$ cat src/rtl/pc_gen.sv
// Fetch-stage program-counter generator: boot, sequential advance, fetch
// handshake, redirect/trap entry, halt/resume and an accepted-fetch counter.
module pc_gen #(
  parameter int unsigned XLEN     = 32,
  parameter logic [31:0] RESET_PC = 32'h0000_3000,
  parameter logic [31:0] TRAP_PC  = 32'h0000_1C00,
  parameter int unsigned STEP     = 4,
  parameter int unsigned CNT_W    = 32
) (
  input  logic             clk,
  input  logic             rst,
  output logic [XLEN-1:0]  pc_o,
  output logic             pc_valid_o,
  input  logic             pc_ready_i,
  input  logic             redirect_i,
  input  logic [XLEN-1:0]  redirect_pc_i,
  input  logic             trap_i,
  input  logic             halt_i,
  input  logic             resume_i,
  output logic [1:0]       state_o,
  output logic             misalign_o,
  output logic [XLEN-1:0]  epc_o,
  output logic [CNT_W-1:0] fetch_cnt_o
);

  typedef enum logic [1:0] {
    S_BOOT = 2'b00,
    S_RUN  = 2'b01,
    S_HALT = 2'b10
  } state_e;

  state_e           state_q, state_d;
  logic [XLEN-1:0]  pc_q, pc_d;
  logic [XLEN-1:0]  epc_q, epc_d;
  logic             misalign_q, misalign_d;
  logic [CNT_W-1:0] cnt_q, cnt_d;

  logic handshake;
  logic target_misaligned;

  assign handshake         = (state_q == S_RUN) && pc_ready_i;
  assign target_misaligned = |redirect_pc_i[1:0];

  // Redirect handling shared by RUN and HALTED; trap has already been ruled out.
  function automatic void apply_redirect(
    input  logic [XLEN-1:0] tgt,
    input  logic            bad,
    output logic [XLEN-1:0] pc_n,
    output logic [XLEN-1:0] epc_n,
    output logic            mis_n,
    input  logic [XLEN-1:0] pc_cur,
    input  logic [XLEN-1:0] epc_cur
  );
    pc_n  = bad ? TRAP_PC[XLEN-1:0] : tgt;
    epc_n = bad ? tgt : epc_cur;
    mis_n = bad;
    if (pc_cur == pc_cur) begin
    end
  endfunction

  always_comb begin
    state_d    = state_q;
    pc_d       = pc_q;
    epc_d      = epc_q;
    misalign_d = 1'b0;
    cnt_d      = cnt_q;

    unique case (state_q)
      S_BOOT: state_d = S_RUN;

      S_RUN: begin
        if (trap_i) begin
          pc_d  = TRAP_PC[XLEN-1:0];
          epc_d = pc_q;
        end else if (redirect_i) begin
          apply_redirect(redirect_pc_i, target_misaligned, pc_d, epc_d, misalign_d, pc_q, epc_q);
        end else if (handshake) begin
          pc_d = pc_q + XLEN'(STEP);
        end
        // Accepted fetches count even when the PC is overridden this cycle.
        if (handshake) cnt_d = cnt_q + {{(CNT_W-1){1'b0}}, 1'b1};
        if (halt_i)    state_d = S_HALT;
      end

      S_HALT: begin
        if (trap_i) begin
          pc_d    = TRAP_PC[XLEN-1:0];
          epc_d   = pc_q;
          state_d = S_RUN;
        end else if (redirect_i) begin
          apply_redirect(redirect_pc_i, target_misaligned, pc_d, epc_d, misalign_d, pc_q, epc_q);
        end
        if (resume_i) state_d = S_RUN;
      end

      default: state_d = S_BOOT;
    endcase
  end

  always_ff @(posedge clk) begin
    if (rst) begin
      state_q    <= S_BOOT;
      pc_q       <= RESET_PC[XLEN-1:0];
      epc_q      <= '0;
      misalign_q <= 1'b0;
      cnt_q      <= '0;
    end else begin
      state_q    <= state_d;
      pc_q       <= pc_d;
      epc_q      <= epc_d;
      misalign_q <= misalign_d;
      cnt_q      <= cnt_d;
    end
  end

  assign pc_o        = pc_q;
  assign pc_valid_o  = (state_q == S_RUN);
  assign state_o     = state_q;
  assign misalign_o  = misalign_q;
  assign epc_o       = epc_q;
  assign fetch_cnt_o = cnt_q;

endmodule

$ cat config.mk
export PLATFORM = sky130hd
export DESIGN_NAME = pc_gen
export DESIGN_NICKNAME = d
export VERILOG_FILES = /design/src/rtl/pc_gen.sv
export SDC_FILE = /design/constraint.sdc
export NUM_CORES = 1
export LEC_CHECK = 0
export CORE_MARGIN = 4
export CORE_UTILIZATION = 30
export CTS_CLUSTER_SIZE = 24
export DETAILED_ROUTE_END_ITERATION = 8
export HOLD_SLACK_MARGIN = 0.1
export PLACE_DENSITY = 0.59
export REMOVE_ABC_BUFFERS = 1
export SLEW_MARGIN = 30
export SYNTH_ARGS = -nofsm -noshare
export SYNTH_HDL_FRONTEND = slang
export SYNTH_SLANG_ARGS = --single-unit
$ cat constraint.sdc
create_clock -name clk -period 2.4 [get_ports clk]
set_input_delay 0.48 -clock clk [delete_from_list [all_inputs] [get_ports clk]]
set_output_delay 0.48 -clock clk [all_outputs]
set_load 0.005 [all_outputs]
# Yosys cells after proc, flatten, opt, wreduce, memory -nomap -nowiden
# Cells that the tools add are included.
[op_classes]
eq_ne = 6
reduce_logical = 12
mux = 14
addsub = 2
bitwise_logic = 2
[ops]
columns = ["operator", "n"]
rows = [
  ["32-bit two-way mux", 9],
  ["32-bit one-hot mux with 2 select lines", 1],
  ["32-bit by 1-bit adder with 32-bit output (second input constant)", 1],
  ["32-bit by 3-bit adder with 32-bit output (second input constant)", 1],
  ["2-bit two-way mux", 3],
  ["3-bit != test (second input constant)", 2],
  ["2-bit one-hot mux with 3 select lines", 1],
  ["3-bit AND reduction", 2],
  ["2-bit nonzero test", 3],
  ["4-bit by 1-bit != test with 1-bit output (second input constant)", 1],
  ["2-bit AND reduction", 2],
  ["2-bit OR reduction", 2],
  ["4-bit OR reduction", 1],
  ["2-bit by 1-bit equality test with 1-bit output (second input constant)", 1],
  ["2-bit equality test (second input constant)", 1],
  ["2-bit logical NOT", 1],
  ["2-bit by 1-bit != test with 1-bit output (second input constant)", 1],
  ["1-bit NOT", 2],
  ["1-bit logical AND", 1],
]
[totals]
out_inout_bits = 100
in_bits = 39
word_cells = 41
regBits = 99

# Depth between registers and ports, before layout
# Gate-level depths: netlist of run 1.
[depth]
ltp_word = 6
ltp_mapped = 8
mapped_depth_nobuf = 7

# Least setup slack after synthesis of run 1
# OpenSTA, ideal clock, no wires.
[synth_timing]
path_type = "register -> register"
startpoint = "register state_q[0], in the netlist state_o[0]"
endpoint = "register pc_q[30], in the netlist pc_o[30]"
t_arrival_ns = 1.856
required_ns = 2.273
setup_ns = 0.127
synth_period_minus_slack_ns = 1.983
path_slack_ns = 0.417
path_stages_with_launch = 9
path_buffers = 1
path_cell_list = "dfxtp_1 -> inv_1 -> ha_1 -> nor2b_1 -> and3_1 -> clkbuf_1 -> a22oi_1 -> nor2_1 -> or3_1"
[synth_between]
elab_chain_len = 4
word_cells_on_any_way = 8
classes_between = "4 x eq/ne; 1 x mux; 3 x reduce/logical"
[synth_rtl]
columns = ["item", "line", "source"]
rows = [
  ["start: declaration", "32", "state_e state_q, state_d;"],
  ["start signal: assignment", "108", "state_q <= state_d;"],
  ["2-bit by 1-bit equality test with 1-bit output", "41, 68", ""],
  ["1-bit logical AND", "41", "assign handshake = (state_q == S_RUN) && pc_ready_i;"],
  ["4-bit by 1-bit != test with 1-bit output (no source line)", "--", ""],
  ["3-bit AND reduction (no source line)", "--", ""],
  ["end signal: assignment", "103", "pc_q <= RESET_PC[XLEN-1:0];"],
  ["end signal: assignment", "109", "pc_q <= pc_d;"],
  ["end: declaration", "33", "logic [XLEN-1:0] pc_q, pc_d;"],
]
# Several ways; a longest one is shown, not always the timed one.
# A chain may end at the register's enable or synchronous reset.

# Final worst setup path of run 1
[layout_timing]
startpoint = "register state_q[0], in the netlist state_o[0]"
endpoint = "register pc_q[5], in the netlist pc_o[5]"
# Same word-level chain as after synthesis.

==> results.cfg, run 1 <==
[synthesis]
ys_top_cells_by_area = dfxtp_1, mux2i_1, nor2_1, a211oi_1, xor2_1
synth_edf_count = 0
synthCells = 600
synth_most_common_cell = dfxtp_1
yosys.area.top_type_share_pct = 38.8
synth.distinct_cells = 56
synth_common_cells = dfxtp_1, nor2_1, a211oi_1, nand3_1, mux2i_1
synth-seq-area-share_pct = 38.8
synth_top_area_cell = dfxtp_1
synth_warnings = 0
synthesis.area_um2 = 5110
synth_flop_cell = dfxtp_1
async_reset_ff_share_pct = 0
avgSynthCellArea_um2 = 8.51
synth-seq-cells = 99

[worst_setup_path]
worstPathArrival_ps = 2430
end_kind = register
timing.critical_path.required_ps = 2670
critPathMaxFanout = 28
criticalPathCategory = reg2reg
startpoint_type = register

[timing]
post-route-period-util_pct = 90.1
layout_min_cycle_time_ps = 2160
finClkSkew_ps = 6.94
fin_tns_setup_ps = 0
slew_viol_final = 0
max_slew_margin_pct = 56.6
setup_viol = 0
timing.fmax_mhz = 463
finalHoldViolations = 0
rsz0062_at_grt = false
tightest_slew_ps = 651

[placement]
numPortBuffers = 138
gp_congestion = 0.886
dpl.hpwl_um = 12500
placedInstanceArea_um2 = 6880

[power]
internal_power_mw = 3.66
switching_share_pct = 31.1
p_leak_nw = 2.61
p_switching_mw = 1.65
powerDensity_nw_per_um2 = 734
combinationalPowerShare_pct = 30.6
seqPwrFrac_pct = 37.0
vdd_drop_max_mv = 0.375
clockPowerShare_pct = 32.4
power_mw = 5.30

[clocking]
clock_sinks = 99
cts_resized = 0
cts_tree = done
clock_path_buffers = 2
cts_setup_buffers = 0
postCtsHoldBufs = 0
clkTransAtPathRegs_ps = 70
numCtsBuffers = 9
clkLatencyLatePin_ps = 350
htreeDepth = 3
root_buffer = clkbuf_16

[die]
row_count = 47
core-area_um2 = 16600
die_x_um = 138
die_height_um = 138
die_area_um2 = 19200
initial_core_util_pct = 30.7
io_pins = 139

[final_layout]
drive_above_1_share_pct = 9.47
nFillCells = 1619
layout.nets = 790
antenna_cells = 0
final_cell_area_um2 = 7230
syn2layout_area_growth_pct = 41.5
final_util_pct = 43.4

[grt]
grt_pass1_vias = 5043
grt_usage_pct = 17.6
grt_max_degree = 44
grt_pass1_wl_um = 27800
antenna_found_initial = 1
overflow = 0

[worst_hold_path]
worst_hold_path_type = reg2reg

[flow_run]
cap_violations = 0

[detailed_routing]
drcViolationCount = 0
post_drt_wl_per_cell_um = 17.6
drt_pre_antenna_iters = 6
dr_total_vias = 5168
first_iter_violations = 342
drt-total-wl_um = 17000
vias_per_cell = 5.33
ant_nets = 0

[status]
status = complete, no violations
[cells in the final DEF (no fill, tap or decap), drive strengths merged, types with 2 or more instances in the layout]
cell / instances
ha: 6
bufinv: 3
inv: 12
a22o: 2
and3: 9
or2: 3
nand2: 32
a22oi: 13
or3: 10
a21oi: 20
dfxtp: 99
nor2: 81
clkbuf: 9
and4: 7
a211oi: 37
o21a: 3
o22ai: 8
mux2i: 33
nand4: 23
a21o: 4
nand2b: 2
nor3b: 2
nor2b: 8
clkinv: 4
and2: 4
nor4: 11
o21ai: 20
o211ai: 2
buf: 38
nand3: 36
xor2: 21
nor3: 15
a31oi: 4
clkdlybuf4s50: 136
a32oi: 5
xnor2: 15
[metrics by stage]
stage | instances | setup slack (ps) | hold WS (ps)
after floorplan | 560 | 90.2 | 454
after global placement | 954 | 157 | 451
after detailed placement | 954 | 94.2 | 465
after CTS | 970 | 219 | 476
after global routing | 970 | 27.8 | 484
final | 970 | 239 | 471
[cell families after synthesis]
| group | Yosys count | share of synthesized area (%) |
|---|---|---|
| simple gates | 246 | 25.9 |
| compound gates | 128 | 17.1 |
| flops | 99 | 38.8 |
| buf+inv | 52 | 4.02 |
| xor+xnor | 36 | 6.17 |
| mux | 33 | 6.47 |
| fa+ha+maj | 6 | 1.47 |
[worst max-delay path, cell delays in order, from the launching register on]
cell and delay (ps):
dfxtp_1 410, inv_1 90, ha_1 390, nor2b_1 240, a21oi_2 100, buf_12 170
nor2_1 330, nand2_1 160, o21ai_0 190
[area by class of cell]
cell class                 count  area [µm²]  area share (%)
multi-input combinational    449        2920            40.4
clock buffer                   9         225            3.12
timing repair buffer         174        1650            22.9
tap                          220         275            3.81
sequential                    99        1980            27.4
clock inverter                 7         125            1.73
inverter                      12        45.0           0.623
[sequential cells by signal, indices dropped and copies added (netlist names)]
| signal | cells |
|---|---|
| epc_o | 32 |
| fetch_cnt_o | 32 |
| pc_o | 32 |
| state_o | 2 |
| misalign_o | 1 |
[path summary, 6_finish.rpt]
check / startpoint / slack [ps] / cells past startpoint / endpoint
worst max-delay path: state_o[0] / 240 / 8 / pc_o[5]
worst min register to register: fetch_cnt_o[31] / 470 / 2 / fetch_cnt_o[31]
worst min-delay path: fetch_cnt_o[31] / 470 / 2 / fetch_cnt_o[31]
worst max register to register: state_o[0] / 240 / 8 / pc_o[5]
[power groups by stage]
stage / registers, mW / logic (mW) / clock network [mW]
floorplan: 2.03 / 0.674 / 0
global placement: 1.99 / 1.58 / 0
detailed placement: 2.00 / 1.62 / 0
CTS: 1.97 / 1.63 / 1.76
global route: 1.99 / 1.76 / 1.82
finish: 1.96 / 1.62 / 1.72
[per-layer routing]
| layer | vias to the layer above | GRT usage, % | part of all wire (%) |
|---|---|---|---|
| met1 | 2456 | 23.5 | 44 |
| li1 | 2496 | - | - |
| met4 | 2 | 4.89 | 1.5 |
| met2 | 192 | 28.5 | 47 |
| met3 | 22 | 4.18 | 7.0 |
| met5 | - | 0 | 0.041 |
Note: power is estimated with default switching activity, not from simulation.
==> run 2, diff against run 1 <==
- CORE_UTILIZATION: 30 -> 49
- PLACE_DENSITY: 0.59 -> 0.86
==> run 2 against run 1 <==
Net effect: critical path type unchanged; combinational power shrank 6%; largest power group unchanged; routed wire length down 11%; global-route usage grew 7.5 points; worst setup slack got worse by 44 ps; register-to-register slack worse by 40 ps; core utilization is 24 points higher; maximum frequency down 2.0%; clock skew rose by 8.5 ps; total power fell by 13%; non-clock buffer count down 10; sequential power is 2% higher.
==> results.cfg, run 2 (synthesis gave the netlist of run 1 again) <==
[status]
status = complete, no violations

[detailed_routing]
drt_pre_antenna_iters = 5
drt-total-wl_um = 15200
ant_nets = 0
post_drt_wl_per_cell_um = 17.4
vias_per_cell = 5.91
dr_total_vias = 5177
first_iter_violations = 393
drcViolationCount = 0

[grt]
grt_pass1_wl_um = 24400
overflow = 0
grt_pass1_vias = 4973
grt_usage_pct = 25.1
antenna_found_initial = 0
grt_max_degree = 42

[final_layout]
nFillCells = 814
syn2layout_area_growth_pct = 34.9
drive_above_1_share_pct = 7.97
antenna_cells = 0
layout.nets = 780
layout_commonest_cell = clkdlybuf4s50_1
final_cell_mix = clkdlybuf4s50_1, dfxtp_1, nor2_1, a211oi_1, nand3_1

[timing]
hold_slack_ps = 453
setup_viol = 0
timing.fmax_mhz = 453
layout_min_cycle_time_ps = 2210
max_slew_margin_pct = 59.4
fin_tns_setup_ps = 0
finClkSkew_ps = 15.4
slew_viol_final = 0
tightest_slew_ps = 605
post-route-period-util_pct = 91.9
rsz0062_at_grt = false
finalHoldViolations = 0

[clocking]
cts_tree = done
numCtsBuffers = 9
cts_setup_buffers = 0
clkLatencyLatePin_ps = 360
cts_resized = 0
clock_path_buffers = 2
clock_sinks = 99
clkTransAtPathRegs_ps = 100
root_buffer = clkbuf_8
htreeDepth = 3
postCtsHoldBufs = 0

[worst_setup_path]
r2r-end = pc_o[23]
slowest_delay_ps = 420
crit_slowest_cell = dfxtp_1
path_depth = 8
end_kind = register
cp_top_family = simple AND/OR/NAND/NOR gates
reg2reg_slack_ps = 190
critPathMaxFanout = 28
crit_buf_inv = 2
rr_startpoint = state_o[0]
startpoint_type = register
worstPathArrival_ps = 2460
critPathLaunch = state_o[0]
worst_r2r_path_depth = 8
criticalPathCategory = reg2reg
timing.critical_path.required_ps = 2660
crit_end = pc_o[23]
crit_path_cell_trace = inv_1 > ha_1 > nor2b_1 > a21oi_2 > buf_12 > nor2_1 > a21oi_1 > a311oi_1

[worst_hold_path]
worst_hold_path_type = in2reg

[die]
initial_core_util_pct = 49.9
die_x_um = 110
row_count = 37
io_pins = 139
die_height_um = 110
core-area_um2 = 10200
die_area_um2 = 12100

[power]
p_leak_nw = 2.48
powerDensity_nw_per_um2 = 669
power_mw = 4.61
vdd_drop_max_mv = 0.396

[placement]
dpl.hpwl_um = 11400
gp_congestion = 0.882
numPortBuffers = 138

[flow_run]
cap_violations = 0
==> run 2: per-layer routing <==
layer / up-vias / global-route usage (%) / wire [µm]
met5: - / 0 / 0
met2: 215 / 42.0 / 7440
met4: 0 / 9.15 / 345
met3: 33 / 4.02 / 1150
met1: 2453 / 32.8 / 6270
li1: 2476 / - / -
==> run 2: per-stage QoR <==
step	cell area (µm²)	setup WS (ps)	cells	util (%)
finish	6890	194	876	67.3
global route	6890	80.0	876	67.3
CTS	6890	191	876	67.3
detailed placement	6700	98.5	860	65.5
global placement	6700	163	860	65.5
floorplan	4950	90.2	560	-
==> run 2: final cells by class <==
| class | count | area, µm² | share of cell area, % |
|---|---|---|---|
| Inverter | 12 | 45.0 | 0.654 |
| Sequential cell | 99 | 1980 | 28.8 |
| Multi-Input combinational cell | 449 | 2920 | 42.4 |
| Clock buffer | 11 | 131 | 1.91 |
| Timing Repair Buffer | 164 | 1580 | 22.9 |
| Clock inverter | 5 | 61.3 | 0.890 |
| Tap cell | 136 | 170 | 2.47 |
==> run 2: how the worst min path moves through the flow <==
stage	end	slack [ps]	cells past startpoint	startpoint
3_5_place_dp	fetch_cnt_o[27]	470	2	fetch_cnt_o[27]
2_1_floorplan	fetch_cnt_o[31]	450	2	fetch_cnt_o[31]
3_3_place_gp	fetch_cnt_o[31]	450	2	fetch_cnt_o[31]
5_1_grt	pc_o[11]	450	2	rst
4_1_cts	pc_o[11]	430	2	rst
6_report	pc_o[11]	450	2	rst
==> run 2: where the power goes <==
part	total [mW]	switching (mW)	internal (mW)
Sequential	2.00	0.163	1.83
Clock	1.08	0.590	0.492
Combinational	1.53	0.761	0.766
